### src/rtl/mp_add_scheduler_if.sv
// Bundle of the two requester ports, the response port and the shared adder port.
// The scheduler connects through the slave modport. Requesters, the consumer and the adder use master.
interface mp_add_scheduler_if #(
    parameter int WORDS = 4
);
    localparam int W = 16 * WORDS;

    logic         req0_valid;
    logic         req0_ready;
    logic [W-1:0] req0_a;
    logic [W-1:0] req0_b;
    logic         req0_sub;

    logic         req1_valid;
    logic         req1_ready;
    logic [W-1:0] req1_a;
    logic [W-1:0] req1_b;
    logic         req1_sub;

    logic         resp_valid;
    logic         resp_ready;
    logic         resp_id;
    logic [W-1:0] resp_sum;
    logic         resp_cout;
    logic         resp_ovf;

    logic [15:0]  add_a;
    logic [15:0]  add_b;
    logic         add_cin;
    logic         add_p0;
    logic [15:0]  add_sum;

    modport slave (
        input  req0_valid, req0_a, req0_b, req0_sub,
        input  req1_valid, req1_a, req1_b, req1_sub,
        input  resp_ready, add_sum,
        output req0_ready, req1_ready,
        output resp_valid, resp_id, resp_sum, resp_cout, resp_ovf,
        output add_a, add_b, add_cin, add_p0
    );

    modport master (
        output req0_valid, req0_a, req0_b, req0_sub,
        output req1_valid, req1_a, req1_b, req1_sub,
        output resp_ready, add_sum,
        input  req0_ready, req1_ready,
        input  resp_valid, resp_id, resp_sum, resp_cout, resp_ovf,
        input  add_a, add_b, add_cin, add_p0
    );
endinterface

### src/rtl/mp_add_scheduler.sv
// Multi-precision add/subtract scheduler in front of one shared 16-bit adder.
// It grants one of two requesters round-robin. It then walks the operands through
// the adder one word per cycle, LSW first, with the carry chained in a register.
// It holds the result on a valid/ready response port.
module mp_add_scheduler #(
    parameter int WORDS = 4
) (
    input  logic              clk,
    input  logic              rst,
    mp_add_scheduler_if.slave bus
);
    localparam int            KW     = (WORDS > 1) ? $clog2(WORDS) : 1;
    localparam logic [KW-1:0] K_LAST = KW'(WORDS - 1);

    typedef enum logic [1:0] {
        IDLE = 2'd0,
        RUN  = 2'd1,
        DONE = 2'd2
    } state_t;

    state_t                 state_r;
    logic                   last_r;     // requester granted most recently
    logic                   id_r;
    logic                   carry_r;
    logic                   cout_r;
    logic                   ovf_r;
    logic                   valid_r;
    logic [KW-1:0]          k_r;
    logic [WORDS-1:0][15:0] a_r;
    logic [WORDS-1:0][15:0] b_r;        // already inverted for subtraction
    logic [WORDS-1:0][15:0] sum_r;

    logic                   grant0_s;
    logic                   grant1_s;
    logic                   ready0_s;
    logic                   ready1_s;
    logic [15:0]            word_a_s;
    logic [15:0]            word_b_s;
    logic                   cin_s;
    logic                   cout_s;
    logic                   ovf_s;

    // The adder has no carry output, so rebuild it from the MSBs of its operands and sum.
    function automatic logic carry_from_msb(input logic a15, input logic b15, input logic s15);
        return (a15 & b15) | ((a15 ^ b15) & ~s15);
    endfunction

    // Signed overflow: like-signed operands produced a result of the other sign.
    function automatic logic ovf_from_msb(input logic a15, input logic b15, input logic s15);
        return (a15 == b15) && (s15 != a15);
    endfunction

    // Round-robin arbitration: a tie goes to the requester not granted last.
    always_comb begin
        grant0_s = 1'b0;
        grant1_s = 1'b0;
        if (bus.req0_valid && bus.req1_valid) begin
            grant0_s = last_r;
            grant1_s = ~last_r;
        end else begin
            grant0_s = bus.req0_valid;
            grant1_s = bus.req1_valid;
        end
    end

    assign ready0_s       = (state_r == IDLE) && grant0_s && !rst;
    assign ready1_s       = (state_r == IDLE) && grant1_s && !rst;
    assign bus.req0_ready = ready0_s;
    assign bus.req1_ready = ready1_s;

    // Present word k and the chained carry to the adder during RUN. Hold the port at zero otherwise.
    always_comb begin
        word_a_s = 16'h0000;
        word_b_s = 16'h0000;
        cin_s    = 1'b0;
        if (state_r == RUN) begin
            word_a_s = a_r[k_r];
            word_b_s = b_r[k_r];
            cin_s    = carry_r;
        end else begin
            word_a_s = 16'h0000;
            word_b_s = 16'h0000;
            cin_s    = 1'b0;
        end
    end

    assign bus.add_a   = word_a_s;
    assign bus.add_b   = word_b_s;
    assign bus.add_cin = cin_s;
    assign bus.add_p0  = 1'b0;

    assign cout_s = carry_from_msb(word_a_s[15], word_b_s[15], bus.add_sum[15]);
    assign ovf_s  = ovf_from_msb(word_a_s[15], word_b_s[15], bus.add_sum[15]);

    assign bus.resp_valid = valid_r;
    assign bus.resp_id    = id_r;
    assign bus.resp_sum   = sum_r;
    assign bus.resp_cout  = cout_r;
    assign bus.resp_ovf   = ovf_r;

    // Control FSM: accept in IDLE, one adder word per RUN cycle, hold the result in DONE.
    always_ff @(posedge clk) begin
        if (rst) begin
            state_r <= IDLE;
            last_r  <= 1'b1;
            id_r    <= 1'b0;
            carry_r <= 1'b0;
            cout_r  <= 1'b0;
            ovf_r   <= 1'b0;
            valid_r <= 1'b0;
            k_r     <= '0;
            a_r     <= '0;
            b_r     <= '0;
            sum_r   <= '0;
        end else begin
            case (state_r)
                IDLE: begin
                    if (ready0_s && bus.req0_valid) begin
                        a_r     <= bus.req0_a;
                        b_r     <= bus.req0_sub ? ~bus.req0_b : bus.req0_b;
                        carry_r <= bus.req0_sub;
                        id_r    <= 1'b0;
                        last_r  <= 1'b0;
                        k_r     <= '0;
                        state_r <= RUN;
                    end else if (ready1_s && bus.req1_valid) begin
                        a_r     <= bus.req1_a;
                        b_r     <= bus.req1_sub ? ~bus.req1_b : bus.req1_b;
                        carry_r <= bus.req1_sub;
                        id_r    <= 1'b1;
                        last_r  <= 1'b1;
                        k_r     <= '0;
                        state_r <= RUN;
                    end else begin
                        state_r <= IDLE;
                    end
                end
                RUN: begin
                    sum_r[k_r] <= bus.add_sum;
                    carry_r    <= cout_s;
                    if (k_r == K_LAST) begin
                        cout_r  <= cout_s;
                        ovf_r   <= ovf_s;
                        valid_r <= 1'b1;
                        state_r <= DONE;
                    end else begin
                        k_r     <= k_r + 1'b1;
                        state_r <= RUN;
                    end
                end
                DONE: begin
                    if (bus.resp_ready) begin
                        valid_r <= 1'b0;
                        state_r <= IDLE;
                    end else begin
                        state_r <= DONE;
                    end
                end
                default: begin
                    valid_r <= 1'b0;
                    state_r <= IDLE;
                end
            endcase
        end
    end
endmodule

### src/flat_wrapper.sv
// flat-port wrapper written by rule: the top's interface ports become plain ports
module mp_add_scheduler_flat 
#(
    parameter int WORDS = 4
)
  (clk, rst, bus_req0_valid, bus_req0_a, bus_req0_b, bus_req0_sub, bus_req1_valid, bus_req1_a, bus_req1_b, bus_req1_sub, bus_resp_ready, bus_add_sum, bus_req0_ready, bus_req1_ready, bus_resp_valid, bus_resp_id, bus_resp_sum, bus_resp_cout, bus_resp_ovf, bus_add_a, bus_add_b, bus_add_cin, bus_add_p0);
  mp_add_scheduler_if #(.WORDS(WORDS)) bus_i ();
  input  logic clk;
  input  logic rst;
  input wire logic [$bits(bus_i.req0_valid)-1:0] bus_req0_valid;
  input wire logic [$bits(bus_i.req0_a)-1:0] bus_req0_a;
  input wire logic [$bits(bus_i.req0_b)-1:0] bus_req0_b;
  input wire logic [$bits(bus_i.req0_sub)-1:0] bus_req0_sub;
  input wire logic [$bits(bus_i.req1_valid)-1:0] bus_req1_valid;
  input wire logic [$bits(bus_i.req1_a)-1:0] bus_req1_a;
  input wire logic [$bits(bus_i.req1_b)-1:0] bus_req1_b;
  input wire logic [$bits(bus_i.req1_sub)-1:0] bus_req1_sub;
  input wire logic [$bits(bus_i.resp_ready)-1:0] bus_resp_ready;
  input wire logic [$bits(bus_i.add_sum)-1:0] bus_add_sum;
  output wire logic [$bits(bus_i.req0_ready)-1:0] bus_req0_ready;
  output wire logic [$bits(bus_i.req1_ready)-1:0] bus_req1_ready;
  output wire logic [$bits(bus_i.resp_valid)-1:0] bus_resp_valid;
  output wire logic [$bits(bus_i.resp_id)-1:0] bus_resp_id;
  output wire logic [$bits(bus_i.resp_sum)-1:0] bus_resp_sum;
  output wire logic [$bits(bus_i.resp_cout)-1:0] bus_resp_cout;
  output wire logic [$bits(bus_i.resp_ovf)-1:0] bus_resp_ovf;
  output wire logic [$bits(bus_i.add_a)-1:0] bus_add_a;
  output wire logic [$bits(bus_i.add_b)-1:0] bus_add_b;
  output wire logic [$bits(bus_i.add_cin)-1:0] bus_add_cin;
  output wire logic [$bits(bus_i.add_p0)-1:0] bus_add_p0;
  assign bus_i.req0_valid = bus_req0_valid;
  assign bus_i.req0_a = bus_req0_a;
  assign bus_i.req0_b = bus_req0_b;
  assign bus_i.req0_sub = bus_req0_sub;
  assign bus_i.req1_valid = bus_req1_valid;
  assign bus_i.req1_a = bus_req1_a;
  assign bus_i.req1_b = bus_req1_b;
  assign bus_i.req1_sub = bus_req1_sub;
  assign bus_i.resp_ready = bus_resp_ready;
  assign bus_i.add_sum = bus_add_sum;
  assign bus_req0_ready = bus_i.req0_ready;
  assign bus_req1_ready = bus_i.req1_ready;
  assign bus_resp_valid = bus_i.resp_valid;
  assign bus_resp_id = bus_i.resp_id;
  assign bus_resp_sum = bus_i.resp_sum;
  assign bus_resp_cout = bus_i.resp_cout;
  assign bus_resp_ovf = bus_i.resp_ovf;
  assign bus_add_a = bus_i.add_a;
  assign bus_add_b = bus_i.add_b;
  assign bus_add_cin = bus_i.add_cin;
  assign bus_add_p0 = bus_i.add_p0;
  mp_add_scheduler #(.WORDS(WORDS)) u_core (.clk(clk), .rst(rst), .bus(bus_i));
endmodule
### config.mk
export PLATFORM = sky130hd
export DESIGN_NAME = mp_add_scheduler_flat
export DESIGN_NICKNAME = d
export VERILOG_FILES = /design/src/rtl/mp_add_scheduler_if.sv /design/src/rtl/mp_add_scheduler.sv /design/src/flat_wrapper.sv
export SDC_FILE = /design/constraint.sdc
export NUM_CORES = 1
export LEC_CHECK = 0
export ABC_CLOCK_PERIOD_IN_PS = 3050
export CAP_MARGIN = 20
export CORE_AREA = 8 8 171 157
export DETAILED_ROUTE_END_ITERATION = 7
export DIE_AREA = 0 0 179 165
export PLACE_DENSITY = 0.81
export SLEW_MARGIN = 0
export SYNTH_ARGS = -nofsm -noshare
export SYNTH_HDL_FRONTEND = slang
export SYNTH_SLANG_ARGS = --single-unit
### constraint.sdc
create_clock -name clk -period 3.05 [get_ports clk]
set_clock_uncertainty 0.15 [all_clocks]
set_input_delay 0.61 -clock clk [delete_from_list [all_inputs] [get_ports clk]]
set_output_delay 0.61 -clock clk [all_outputs]
set_load 0.03 [all_outputs]
==> flow_results.org, run 1 <==
** Worst setup path
- Maximum single-stage delay on the critical path :: 540 ps
- Critical Path RT :: 2290 ps
- The critical path in this run is classified as register to output port.
- Among all stages on the critical path, the largest delay is contributed by sky130_fd_sc_hd__mux4_2.
- Worst Path Arrival :: 2160 ps
- STA classifies the critical path endpoint as an output port.
- The critical path starts at u_core.k_r[0].
- Critical Path Source Type :: register
- Walking the worst path, the cells encountered are buf_12, mux4_2, nor2b_1, dlygate4sd2_1.
- Critical R2R Capture :: u_core.bus.resp_ovf
- Measured in cells, the most critical reg-to-reg path has a length of 7.
- In this run the register-to-register setup slack is 550 ps.
- In this run the critical register-to-register path is launched from u_core.k_r[0].
- Max Fanout on Critical Path :: 16

** Detailed routing
- The routed design has 41,400 um of wire.
- Once detail routing completed, the nets flagged for antenna violations numbered 0.
- Dividing the detail-routed wire length by the instance count gives 23.05 um.
- Overall via count from detail_route :: 10,910
- First-pass iteration count of the detailed router :: 5
- 1st-iter DRT viols :: 1,209
- Dividing the detail-routed via count by the number of cells gives 6.073.
- In the routed design, unresolved DRC markers number 0.

** Timing
- Achievable Freq :: 342.3 MHz
- At the pin with the least slew margin, the transition time is 869.5 ps.
- Measured against its own limit, the worst slew margin works out to 0.4203.
- Setup slack closes at 128.8 ps.
- For the finished layout, the period the worst path requires is 2921 ps.
- Final setup TNS :: 0 ps
- Total setup violations reported at the end of the flow :: 0
- Dividing the final minimum period by the clock period gives 0.9578.
- The count of pins over their slew limit came to 0.
- Setup repair after global routing missed its margin :: no
- Final number of hold-violating endpoints :: 0

** CTS
- The clock passes through at most 3 buffers.
- Counting the buffers created by CTS gives 22.
- Clk Latency, worst-skew pair :: 500 ps
- Root buffer cell :: sky130_fd_sc_hd__clkbuf_16
- Once the clock tree was built, the resizer swapped 28 gates to a different size.
- Clock-pin slew was measured on the worst setup and hold paths at 70 ps.
- CTS tree :: yes
- The number of hold buffers added after CTS was 0.
- Counting every sink on the clock net gives 202.
- Post-CTS timing repair inserted 0 buffers for setup.
- Htree depth :: 1

** Power and ir drop
- Maximum VDD drop :: 0.0003288 V
- Power per Cell Area :: 474.2 nW/um^2
- Cell leakage power :: 5.517 nW

** Floorplan
- The die is 179 um wide.
- 383 I/O pins were placed.
- Number of cell rows :: 54
- The floorplan step defined a die boundary enclosing 29,540 sq um.
- Overall die height :: 165 um
- Core outline area :: 23,850 sq um
- For this configuration, the core starts out at a cell density of 0.4529.

** Layout
- The area growth from synthesis to layout is 43.72%.
- Final Instance Area :: 15,520 sq um
- Share of cells above drive strength 1 :: 0.1085
- After the last flow step, the layout net total stands at 1,753.
- Leaving out fill and tap cells, the most frequent cell in the layout is sky130_fd_sc_hd__clkdlybuf4s50_1.
- The top cell types in the final layout, fill and taps aside, are sky130_fd_sc_hd__clkdlybuf4s50_1 (343), sky130_fd_sc_hd__dfxtp_1 (200), sky130_fd_sc_hd__xor2_1 (128), sky130_fd_sc_hd__nand2_1 (128), sky130_fd_sc_hd__a21oi_1 (69).
- For this run, the number of standard cells in the final layout without fillers is 1,796.

** Synth
- Cell Area, Synth :: 10,800 sq um
- After synthesis, the netlist uses 41 different library cells.
- Among all flip-flop cells after synthesis, the most frequent one is sky130_fd_sc_hd__dfxtp_1.
- Counting every net in the synthesized netlist gives 1,469.
- Instance count of the mapped netlist :: 1,185
- Synth async-reset ratio :: 0
- Sequential share of the synthesized area :: 0.3744
- After synthesis the netlist holds a flip-flop and latch count of 202.
- Number of enable flip-flop cells after synthesis :: 0
- The Yosys step of the flow raised 0 warnings.
- Post-synthesis average cell area :: 9.115 sq um

** Worst hold path
- Hold Path Class :: input pin to register
- The worst hold path passes through 2 cells.
- The worst hold path terminates at u_core.k_r[1].
- In this run the most critical hold path is launched from rst.

** Placement
- DP Area :: 14,780 sq um
- Port bufs :: 381
- The congestion estimate from routability-driven global placement came to 0.8661.
- Prior to clock tree synthesis, the placed netlist has a worst setup slack of 202.2 ps.
- Counting tap cells, the placed design contains a total of 1,753 instances.
- Detailed placement ended at an HPWL of 29,030 um.

** Status
- Run status :: complete, no violations

** Run
- Number of max-cap violations :: 0

** Global routing
- Largest net degree at the start of global routing :: 195
- Global routing finished with a remaining overflow of 0.
- The number of global-route vias before repair was 10,500.
- First-pass GRT wire length :: 61,820 um
- Aggregate global-route resource usage :: 0.2640
- Initial antenna violation count :: 5
==> synthesized netlist by cell type (5+ instances only) <==
cell                       number  area (sq um)
sky130_fd_sc_hd__clkbuf_1     119         446.7
sky130_fd_sc_hd__o21ai_0       67         335.3
sky130_fd_sc_hd__ha_1           5         62.56
sky130_fd_sc_hd__nor2_1         8         30.03
sky130_fd_sc_hd__a31oi_1       66         412.9
sky130_fd_sc_hd__mux4_2        32         720.7
sky130_fd_sc_hd__o221a_1       22         247.7
sky130_fd_sc_hd__o221a_2       40         450.4
sky130_fd_sc_hd__inv_1          5         18.77
sky130_fd_sc_hd__o31a_1        62         543.0
sky130_fd_sc_hd__buf_2         13         65.06
sky130_fd_sc_hd__nand2_1      128         480.5
sky130_fd_sc_hd__xor2_1       128          1121
sky130_fd_sc_hd__nor2b_1       35         219.0
sky130_fd_sc_hd__dfxtp_1      202          4044
sky130_fd_sc_hd__nand3_1       67         335.3
sky130_fd_sc_hd__o41ai_1       66         578.1
sky130_fd_sc_hd__a21oi_1       69         345.3
sky130_fd_sc_hd__buf_1         12         45.04
==> how the worst max path moves through the flow <==
stage,to,cells past startpoint
floorplan,bus_req0_ready,7
global placement,u_core.b_r[43],6
detailed placement,u_core.b_r[9],6
CTS,bus_add_a[15],4
global route,bus_add_a[15],4
finish,bus_add_a[15],4
==> cells by family (layout without fill, tap and decap cells) <==
| group | Yosys count | count (layout) | synth area share |
|---|---|---|---|
| XOR/XNOR | 128 | 128 | 0.1038 |
| adder cells (fa/ha/maj) | 5 | 5 | 0.005792 |
| other | 1 | 5 | 0.0003472 |
| AND/OR/NAND/NOR | 259 | 259 | 0.1121 |
| AO/OA/AOI/OAI | 403 | 403 | 0.2784 |
| buffers and inverters | 155 | 454 | 0.05850 |
| flip-flops | 202 | 202 | 0.3744 |
| multiplexers | 32 | 32 | 0.06672 |
==> state kept, by name, summed over array words and instances (netlist names) <==
name,flops
u_core.a_r,64
u_core.bus.resp_valid,1
u_core.b_r,64
u_core.k_r,2
u_core.bus.resp_cout,1
u_core.bus.resp_ovf,1
u_core.state_r,2
u_core.last_r,1
u_core.carry_r,1
u_core.bus.resp_sum,64
u_core.bus.resp_id,1
==> layer usage <==
layer	share of wire	track usage	vias up
met3	0.093	0.05303	87
met5	0.00031	0	-
met2	0.46	0.4122	613
met4	0.037	0.09613	2
li1	-	-	5014
met1	0.41	0.3560	5192
==> per-stage QoR <==
step	hold slack (ps)	util	power, mW
after floorplan	311.9	-	3.828
after global placement	291.9	0.6197	4.559
after detailed placement	296.6	0.6197	4.589
after CTS	211.9	0.6505	7.382
after global routing	242.8	0.6509	7.628
final	237.3	0.6509	7.361
==> critical path, delay by kind of cell (launching register included) <==
| family | cells | cell delay [ps] |
|---|---|---|
| multiplexers | 1 | 540 |
| buffers and inverters | 2 | 570 |
| AND/OR/NAND/NOR | 1 | 160 |
| flip-flops | 1 | 380 |
==> where the power goes <==
part	leakage (nW)	switching [mW]	internal [mW]
Clock	0.387	1.11	1.71
Combinational	3.47	0.777	0.795
Sequential	1.66	0.147	2.82
==> cell type report <==
class	instances	area (sq um)
fillers	1922	8327
multi-input cells	828	6176
repair buffers	409	4111
flip-flops and latches	202	4046
clock buffers	31	675.6
well taps	308	385.4
clock inverters	8	93.84
inverters	6	25.02
diodes	4	10.01
Note: power is estimated with default switching activity, not from simulation.
==> run 2, diff against run 1 <==
CORE_AREA = 2 2 165 151   (was 8 8 171 157)
DIE_AREA = 0 0 167 153   (was 0 0 179 165)
==> run 2 against run 1 <==
Setup slack worse by 31 ps. Critical endpoint is now bus_add_a[8]. Die area down 13%. Fmax decreased by 1.0%. Global-route usage grew 3.5 points. Sequential share of layout area is essentially flat. Largest cell class unchanged. Combinational power barely moved. Final area up 0.16%.
==> flow_results.org, run 2 (synthesized netlist as in run 1, its figures left out) <==
** Detailed routing
- The total detailed-routing wirelength is 39,710 um (-4.1%).
- The remaining number of nets flagged by the antenna check after routing was 0 (unchanged).
- The DRC violation total after the first TritonRoute iteration is 1,130 (-6.5%).
- The number of detailed-route iterations in the first pass is 6 (+1).
- Overall via count from detail_route :: 10,980 (+0.64%)
- The number of design rule violations left after detail routing is 0 (unchanged).
- The mean number of vias per cell is 6.119 (+0.75%).
- Average detailed-routed wire length per instance :: 22.14 um (-4.0%)

** Timing
- Max_slew headroom :: 0.3515 (-0.06886)
- Final Critical Period :: 2952 ps (+30.92 ps)
- Hold Worst Slack :: 240.2 ps (+2.834 ps)
- Final number of hold-violating endpoints :: 0 (unchanged)
- The post-route clock period utilization came to 0.9679 (+0.01014).
- Total setup violations reported at the end of the flow :: 0 (unchanged)
- The maximum operating frequency was 338.7 MHz (-1.0%).
- Setup repair after global routing missed its margin :: no
- Final slew viol count :: 0 (unchanged)
- Slew at the pin closest to its max-slew limit :: 972.8 ps (+103.3 ps)
- The setup total negative slack was 0 ps (unchanged).

** Worst setup path
- Worst-path cell chain :: buf_12, mux4_2, nor2b_1, dlygate4sd2_1
- Kind of end point of the critical path :: output port
- The endpoint required time on the critical path came to 2290 ps (about the same).
- The top fanout value on the critical path is 21 (+5).
- Reg-to-reg slack, setup :: 530 ps (-20 ps)
- Number of cells on the worst reg-to-reg path :: 7 (unchanged)
- Maximum single-stage delay on the critical path :: 540 ps (about the same)
- The critical path arrival was 2190 ps (+30 ps).
- Cell type of the slowest stage on the worst timing path :: sky130_fd_sc_hd__mux4_2
- The critical path in this run is classified as register to output port.
- The count of buffering cells on the critical path with inverters included came to 2 (unchanged).
- Critical R2R Capture :: u_core.carry_r
- Kind of cell adding the most delay to the critical path :: buffers and inverters
- Critical Path Source Type :: register
- The startpoint identified for the worst register-to-register timing path is u_core.k_r[0].

** CTS
- The post-CTS repair timing setup buffer count is 0 (unchanged).
- Number of buffers created by CTS :: 23 (+4.5%)
- The count of hold buffers inserted by post-cts repair is 0 (unchanged).
- Post-CTS Resized :: 27 (-3.6%)
- Root buffer cell :: sky130_fd_sc_hd__clkbuf_16
- The number of levels the H-tree was split into is 1 (unchanged).
- The clock transition at the registers of the reported paths is 60 ps (about the same).
- TritonCTS built the clock tree.
- The clock latency on the worst-skew pair came to 520 ps (+20 ps).
- Number of buffers on the longest clock path :: 3 (unchanged)
- The sink count of the clock tree was 202 (unchanged).

** Layout
- The layout cell share with drive strength beyond 1 was 0.1059 (-0.002553).
- The post-route standard cell area excluding fillers is 15,550 sq um (+0.16%).
- The total number of nets in the final design came to 1,752 (-0.057%).
- The count of fill cells added during filler insertion is 1,924 (+0.10%).
- The sequential standard cell area is 4046 sq um (unchanged).
- In the layout the commonest cells are sky130_fd_sc_hd__clkdlybuf4s50_1 (343), sky130_fd_sc_hd__dfxtp_1 (200), sky130_fd_sc_hd__xor2_1 (128), sky130_fd_sc_hd__nand2_1 (128), sky130_fd_sc_hd__a21oi_1 (69).
- The area used by multi-input combinational logic came to 6176 sq um (unchanged).
- Leaving out fill and tap cells, the most frequent cell in the layout is sky130_fd_sc_hd__clkdlybuf4s50_1.
- From synthesis to final layout, the design area changed by 43.95%.

** Placement
- The total of buffers placed on input and output ports came to 381 (unchanged).
- DP Area :: 14,790 sq um (about the same)
- The final estimated routing congestion in global placement was 0.8953 (+3.4%).
- Half-perimeter wire length of the detailed placement result :: 26,940 um (-7.2%)

** Worst hold path
- The worst hold path begins at rst.
- Hold path depth :: 2 (unchanged)
- The path with the worst hold slack has its endpoint at u_core.k_r[0].
- In this run the worst hold path is classified as input pin to register.

** Global routing
- The number of global-route vias before repair is 10,420 (-0.76%).
- Aggregate global-route resource usage :: 0.2986 (+0.03460)
- The initial antenna violation count came to 5 (unchanged).
- The first-pass GRT wire length came to 61,310 um (-0.83%).
- Sum of overflow across all layers after global routing :: 0 (unchanged)
- The maximum number of pins on one net before global-route repair is 198 (+1.5%).

** Floorplan
- The full die area came to 25,550 sq um (-13%).
- Top-level I/O count :: 383 (unchanged)
- The number of placement rows is 54 (unchanged).
- The width of the chip is 167 um (-6.7%).
- Initial standard-cell utilization of the core :: 0.4529 (unchanged)
- The y dimension of the die is 153 um (-7.3%).
- Core outline area :: 23,850 sq um (unchanged)

** Run
- The max-cap violation count came to 0 (unchanged).

** Power and ir drop
- Maximum VDD drop :: 0.0004743 V (+44%)
- Cell leakage power :: 5.499 nW (-0.33%)
- The power density over the cells came to 479.9 nW/um^2 (+1.2%).

** Status
- The flow ran to the end, and the final reports show no timing, DRC or antenna violations.
[run 2: cell count changes in the layout (fill, tap and decap cells not counted), sizes merged]
cell	delta
buf	-1
bufinv	+2
clkbuf	-3
clkinv	-3
clkinvlp	+3
dlygate4sd2	-1
inv	+1
[run 2: layer usage]
metal,GRT usage,vias to the layer above,part of all wire
met5,0,-,0.00028
met4,0.1178,2,0.043
met3,0.05334,104,0.090
met2,0.4587,646,0.45
met1,0.4171,5218,0.42
li1,-,5008,-
[run 2: how the worst max path moves through the flow]
stage,startpoint,end,slack (ps),cells after the start
floorplan,rst,bus_req0_ready,200,7
global placement,bus_req0_valid,u_core.a_r[4],260,5
detailed placement,bus_req0_valid,u_core.a_r[4],220,5
CTS,u_core.k_r[0],bus_add_a[8],80,4
global route,u_core.k_r[0],bus_add_a[8],30,4
finish,u_core.k_r[0],bus_add_a[8],100,4
[run 2: power by group]
part	switching (mW)	total (mW)	internal, mW
Clock	1.15	2.91	1.76
Sequential	0.147	2.97	2.82
Combinational	0.782	1.58	0.797
Total	2.08	7.46	5.38
[run 2: cell type report]
cell class / count / share of cell area
Multi-Input combinational cell: 828 / 0.3972
Sequential cell: 202 / 0.2602
Timing Repair Buffer: 407 / 0.2650
Antenna cell: 4 / 0.0006438
Inverter: 6 / 0.001609
Clock buffer: 28 / 0.03887
Tap cell: 308 / 0.02478
Clock inverter: 11 / 0.01167
[run 2: through the flow]
| stage | worst slack (ps) | total power, mW | std cells | util |
|---|---|---|---|---|
| 2_1_floorplan | 198.1 | 3.828 | 1185 | - |
| 3_3_place_gp | 260.1 | 4.560 | 1751 | 0.6200 |
| 4_1_cts | 82.91 | 7.483 | 1790 | 0.6515 |
| 5_1_grt | 29.49 | 7.732 | 1793 | 0.6518 |
| 6_report | 97.84 | 7.461 | 1794 | 0.6519 |
| 3_5_place_dp | 215.9 | 4.595 | 1751 | 0.6200 |
==> run 3, diff against run 2 <==
ABC_AREA = 1   (was unset)
PLACE_DENSITY = 0.8   (was 0.81)
==> run 3 against run 2 <==
Area after synthesis shrank 2.3%. Worst hold slack lost 59 ps. Sequential share of layout area rose by 0.49 points. Via count up 5.4%. Cell count rose by 21%. Critical path type unchanged.
==> flow_results.org, run 3 <==
** Layout
- Most common cell after layout, fill and taps aside :: sky130_fd_sc_hd__clkdlybuf4s50_1
- In the layout the commonest cells are sky130_fd_sc_hd__clkdlybuf4s50_1 (343), sky130_fd_sc_hd__nor2_1 (325), sky130_fd_sc_hd__dfxtp_1 (200), sky130_fd_sc_hd__nand2_1 (169), sky130_fd_sc_hd__a21oi_1 (163).
- Post-layout nets :: 2,123 (+21%)
- Compared with the post-synthesis result, the final layout area differs by 44.57%.
- The layout cell share with drive strength beyond 1 is 0.05882 (-0.04711).
- The count of fill cells added during filler insertion was 2,048 (+6.4%).
- The post-route standard cell area excluding fillers is 15,260 sq um (-1.8%).

** Floorplan
- The width of the chip came to 167 um (unchanged).
- The area of the core region came to 23,850 sq um (unchanged).
- Die ar. :: 25,550 sq um (unchanged)
- Initial standard-cell utilization of the core :: 0.4427 (-0.01023)
- The total I/O pin count came to 383 (unchanged).
- The number of placement rows came to 54 (unchanged).
- Overall die height :: 153 um (unchanged)

** Placement
- The total of buffers placed on input and output ports is 381 (unchanged).
- Final weighted congestion in routability-driven placement :: 0.9043 (+1.0%)
- DP Area :: 14,540 sq um (-1.7%)
- Half-perimeter wire length of the detailed placement result :: 26,080 um (-3.2%)

** Synth
- The most used flip-flop cell after synthesis is sky130_fd_sc_hd__dfxtp_1.
- By count the netlist is led by sky130_fd_sc_hd__nor2_1 (325), sky130_fd_sc_hd__dfxtp_1 (202), sky130_fd_sc_hd__nand2_1 (170).
- Yosys top cell area share :: 0.3830 (+0.008652)
- Cell Area, Synth :: 10,560 sq um (-2.3%)
- Of all cell types, the one taking the most synthesized area is sky130_fd_sc_hd__dfxtp_1.
- The number of synthesized flops with an enable pin was 0 (unchanged).
- The share of synthesized registers carrying an async set or reset is 0 (unchanged).
- The number of register bits inferred by synthesis was 202 (unchanged).
- The share of synthesized area occupied by flip-flops and latches was 0.3830 (+0.008652).
- The yosys synthesis warning count is 0 (unchanged).
- Nets in the synthesized netlist :: 1,822 (+24%)
- The synthesized area per cell was 6.865 sq um (-25%).
- The most common cell in the synthesized netlist is sky130_fd_sc_hd__nor2_1.
- By area the synthesized netlist is led by sky130_fd_sc_hd__dfxtp_1 (38%), sky130_fd_sc_hd__nor2_1 (12%), sky130_fd_sc_hd__xor2_1 (11%).
- Instance count of the mapped netlist :: 1,538 (+30%)
- The count of cell types in the netlist is 25 (-39%).

** Detailed routing
- The number of detailed-route iterations in the first pass was 7 (+1).
- 1st-iter DRT viols :: 951 (-16%)
- Remaining antenna violation count after routing :: 0 (unchanged)
- The number of design rule violations left after detail routing came to 0 (unchanged).
- The mean number of vias per cell is 5.352 (-13%).
- The wire length per cell was 17.32 um (-22%).
- The via total after detailed routing came to 11,570 (+5.4%).
- Total detailed-routing wirelength :: 37,450 um (-5.7%)

** CTS
- Post-CTS Resized :: 1 (-96%)
- Number of buffers created by CTS :: 22 (-4.3%)
- The count of hold buffers inserted by post-cts repair was 0 (unchanged).
- The clock transition at the registers of the reported paths came to 60 ps (about the same).
- Clk Latency, worst-skew pair :: 520 ps (about the same)
- The post-CTS repair timing setup buffer count is 0 (unchanged).
- The number of levels the H-tree was split into came to 1 (unchanged).
- Number of buffers on the longest clock path :: 3 (unchanged)
- The sink count of the clock tree was 202 (unchanged).
- The tree is rooted in a sky130_fd_sc_hd__clkbuf_16.
- CTS tree :: yes

** Worst setup path
- The top fanout value on the critical path is 25 (+19%).
- The critical path is of the register to output port type.
- Critical Path Source Type :: register
- Worst Path Arrival :: 2240 ps (+50 ps)
- Critical Path RT :: 2290 ps (about the same)
- STA classifies the critical path endpoint as an output port.

** Timing
- The shortest period the worst path allows was 2997 ps (+45.12 ps).
- The maximum operating frequency was 333.6 MHz (-1.5%).
- The post-route clock period utilization came to 0.9827 (+0.01479).
- Total setup violations reported at the end of the flow :: 0 (unchanged)
- Slew at the pin closest to its max-slew limit :: 705.8 ps (-267.0 ps)
- The relative slew slack is 0.5295 (+0.1780).
- The setup total negative slack was 0 ps (unchanged).
- Setup repair after global routing left no endpoint under its margin.
- The count of pins over their slew limit was 0 (unchanged).
- The total count of hold-check failures in the final report came to 0 (unchanged).

** Status
- The run finished with clean final reports.

** Run
- The max-cap violation count came to 0 (unchanged).

** Power and ir drop
- Power per Cell Area :: 487.0 nW/um^2 (+1.5%)
- Net switching fraction of the power :: 0.2970 (+0.01804)
- Maximum VDD drop :: 0.0003892 V (-18%)
- The combinational share of power is 0.244 (+0.032).
- Cell leakage power :: 5.857 nW (+6.5%)
- The clock share of power is 0.357 (-0.033).
- The cell internal power dissipation came to 5.225 mW (-2.9%).
- The power spent charging and discharging nets was 2.208 mW (+6.1%).
- The share of total power in sequential cells was 0.399 (about the same).
- The final total power came to 7.433 mW (-0.37%).

** Global routing
- The all-layer global routing usage is 0.2817 (-0.01688).
- The number of global-route vias before repair is 10,960 (+5.3%).
- Largest net degree at the start of global routing :: 137 (-31%)
- The first-pass GRT wire length is 58,770 um (-4.1%).
- The initial antenna violation count came to 1 (-4).
- The overall overflow remaining after global route is 0 (unchanged).

** Worst hold path
- In this run the worst hold path is classified as input pin to register.
-- run 3: cell count changes after synthesis, moves of 62 or more --
| cell | delta |
|---|---|
| sky130_fd_sc_hd__nor2_1 | +317 |
| sky130_fd_sc_hd__a21oi_1 | +95 |
| sky130_fd_sc_hd__a31oi_1 | -66 |
| sky130_fd_sc_hd__o41ai_1 | -66 |
| sky130_fd_sc_hd__o21ai_0 | +63 |
| sky130_fd_sc_hd__o21ai_1 | +65 |
| sky130_fd_sc_hd__o31a_1 | -62 |
-- run 3: final cells by class --
| type | instances | area (sq um) | share of cell area |
|---|---|---|---|
| clock buffer | 34 | 625.6 | 0.04099 |
| multi-input combinational | 1180 | 5854 | 0.3836 |
| timing repair buffer | 411 | 4179 | 0.2738 |
| clock inverter | 4 | 81.33 | 0.005328 |
| inverter | 22 | 88.84 | 0.005820 |
| antenna | 1 | 2.502 | 0.0001639 |
| sequential | 202 | 4046 | 0.2651 |
| tap | 308 | 385.4 | 0.02525 |
-- run 3: path summary, 6_finish.rpt --
path / startpoint / to / slack [ps] / cells past startpoint
max: u_core.k_r[1] / bus_add_b[5] / 50 / 7
min: rst / u_core.k_r[1] / 180 / 2
max reg2reg: u_core.state_r[0] / u_core.bus.resp_sum[60] / 620 / 8
min reg2reg: u_core.bus.resp_sum[35] / u_core.bus.resp_sum[35] / 310 / 2
-- run 3: through the flow --
stage | hold WS [ps] | setup WS, ps | instances | util
floorplan | 293.5 | 429.8 | 1538 | -
global placement | 298.0 | 344.3 | 2123 | 0.6095
detailed placement | 305.2 | 314.5 | 2123 | 0.6095
CTS | 161.6 | 4.295 | 2161 | 0.6391
global route | 188.1 | 13.16 | 2162 | 0.6400
finish | 181.4 | 52.71 | 2162 | 0.6400
-- run 3: critical path: stages, from the launching register on --
cell and delay, ps:
sky130_fd_sc_hd__dfxtp_2 360, sky130_fd_sc_hd__clkinvlp_4 140, sky130_fd_sc_hd__buf_8 200, sky130_fd_sc_hd__buf_4 190, sky130_fd_sc_hd__nor2_1 240, sky130_fd_sc_hd__o21ai_0 140
sky130_fd_sc_hd__a21oi_1 230, sky130_fd_sc_hd__buf_4 210
-- run 3: power by group through the flow --
stage | logic, mW | registers (mW) | clock network [mW]
floorplan | 0.971 | 3.02 | 0
global route | 1.98 | 2.98 | 2.81
global placement | 1.77 | 3.01 | 0
finish | 1.81 | 2.97 | 2.66
detailed placement | 1.80 | 3.02 | 0
CTS | 1.81 | 2.96 | 2.70
-- run 3: cell families (layout without fill, tap and decap cells) --
group,count (synthesis),in the layout,share of synthesized area
xor gates and xnor gates,128,128,0.1062
adders and majority gates,5,5,0.005926
buffers and inverters,156,471,0.06542
DFF,202,202,0.3830
AOI/OAI and AO/OA,360,360,0.1709
and+or+nand+nor,686,686,0.2682
other,1,2,0.0003552
-- run 3: layer usage --
metal  part of all wire  GRT usage  vias to the layer above
li1                   -          -                     5662
met1               0.40     0.3506                     5295
met2               0.48     0.4821                      525
met3              0.080    0.05205                       90
met4              0.041     0.1125                        0
met5                  0          0                        -
==> patch: new RTL, flow settings as in run 3 <==
Re-encode `state_t` (3 states) as one-hot, 3 bits wide.
--- a/src/rtl/mp_add_scheduler.sv
+++ b/src/rtl/mp_add_scheduler.sv
@@ -12,10 +12,10 @@
     localparam int            KW     = (WORDS > 1) ? $clog2(WORDS) : 1;
     localparam logic [KW-1:0] K_LAST = KW'(WORDS - 1);
 
-    typedef enum logic [1:0] {
-        IDLE = 2'd0,
-        RUN  = 2'd1,
-        DONE = 2'd2
+    typedef enum logic [2:0] {
+        IDLE = 3'b001,
+        RUN  = 3'b010,
+        DONE = 3'b100
     } state_t;
 
     state_t                 state_r;
Formal check against the unedited RTL: no difference found for any inputs over 4 cycles, from zero or initial values and one cycle with rst high; so few cycles prove little.
==> patch against run 3 <==
- hold slack better by 130 ps
- core utilization is 1.1 points higher
- critical path depth is 2 lower
- worst setup slack better by 42 ps
- clock power is 2% lower
- area after synthesis is 4.5% higher
- cell area is 1.8% higher
- power is 0.39% lower
- wire length is 2.9% lower
- sequential cell count is 1 higher
==> patch: results <==
set metrics [dict create \
    drt_iter0_markers 1218 \
    dr_wl_met2_mm 17.7 \
    crit_end "bus_add_b[0]" \
    switching_power_mw 2.21 \
    synth_sequential_area_ratio 0.368 \
    syn-instance-count 1597 \
    synth_nets 1881 \
    cpMaxStageDelayCell "sky130_fd_sc_hd__a21oi_1" \
    grt_start_max_net_pins 194 \
    grt.total_usage 0.270 \
    setup.worst_path.start "u_core.state_r[0]$_SDFF_PP1_" \
    r2r_slack_ps 580 \
    hold_slack_ps 314 \
    r2r_start "u_core.k_r[0]$_SDFFE_PP0P_" \
    max-slew-margin-rel 0.425 \
    drt_first_pass_iters 8 \
    drive_above_1_share 0.0712 \
    nFillCells 2035 \
    grt_first_pass_wirelength_mm 56.6 \
    min_delay_src "u_core.b_r[25]$_SDFFE_PP0P_" \
    max_stage_delay_ps 440 \
    cts_resized 0 \
    compound_cell_area_share_of_the_yosys_netlist 0.196 \
    postPlaceCellArea_um2 14800 \
    numPlacedInstances 2178 \
    critical_path.max_fanout 38 \
    post_synthesis_share_of_cell_area_spent_on_xor_and_xnor_gates 0.102 \
    holdCritPathClass "reg -> reg" \
    outcome "completed" \
    r2r_cells 6 \
    yosys-top-cells-count "sky130_fd_sc_hd__nor2_1, sky130_fd_sc_hd__nand2_1, sky130_fd_sc_hd__dfxtp_1" \
    power.leakage_nw 6.19 \
    route.detailed.wl_per_inst_um 16.4 \
    route.met3.wl_mm 2.50 \
    netlist_top_cells_area "sky130_fd_sc_hd__dfxtp_1, sky130_fd_sc_hd__nor2_1, sky130_fd_sc_hd__nand2_1" \
    drt-total-wl_mm 36.4 \
    gp_congestion 0.892 \
    ir_drop_mv 0.420 \
]
==> patch: power groups by stage <==
stage | clock network [mW] | logic [mW] | registers, mW
floorplan | 0 | 1.12 | 3.04
global placement | 0 | 1.76 | 3.06
detailed placement | 0 | 1.78 | 3.07
CTS | 2.64 | 1.79 | 3.01
global route | 2.75 | 1.98 | 3.03
finish | 2.60 | 1.79 | 3.01
==> patch: layout make-up <==
type / count / area (um^2) / area share
Clock inverter: 5 / 42.5 / 0.00274
Tap cell: 308 / 385 / 0.0248
Antenna cell: 2 / 5.00 / 0.000322
Inverter: 24 / 93.8 / 0.00604
Timing Repair Buffer: 400 / 4060 / 0.261
Clock buffer: 34 / 666 / 0.0428
Multi-Input combinational cell: 1243 / 6220 / 0.401
Sequential cell: 203 / 4070 / 0.262
==> patch: per-layer routing <==
layer | vias to the layer above | global-route usage
li1 | 5737 | -
met1 | 5212 | 0.346
met2 | 432 | 0.462
met3 | 74 | 0.0432
met4 | 0 | 0.0887
met5 | - | 0
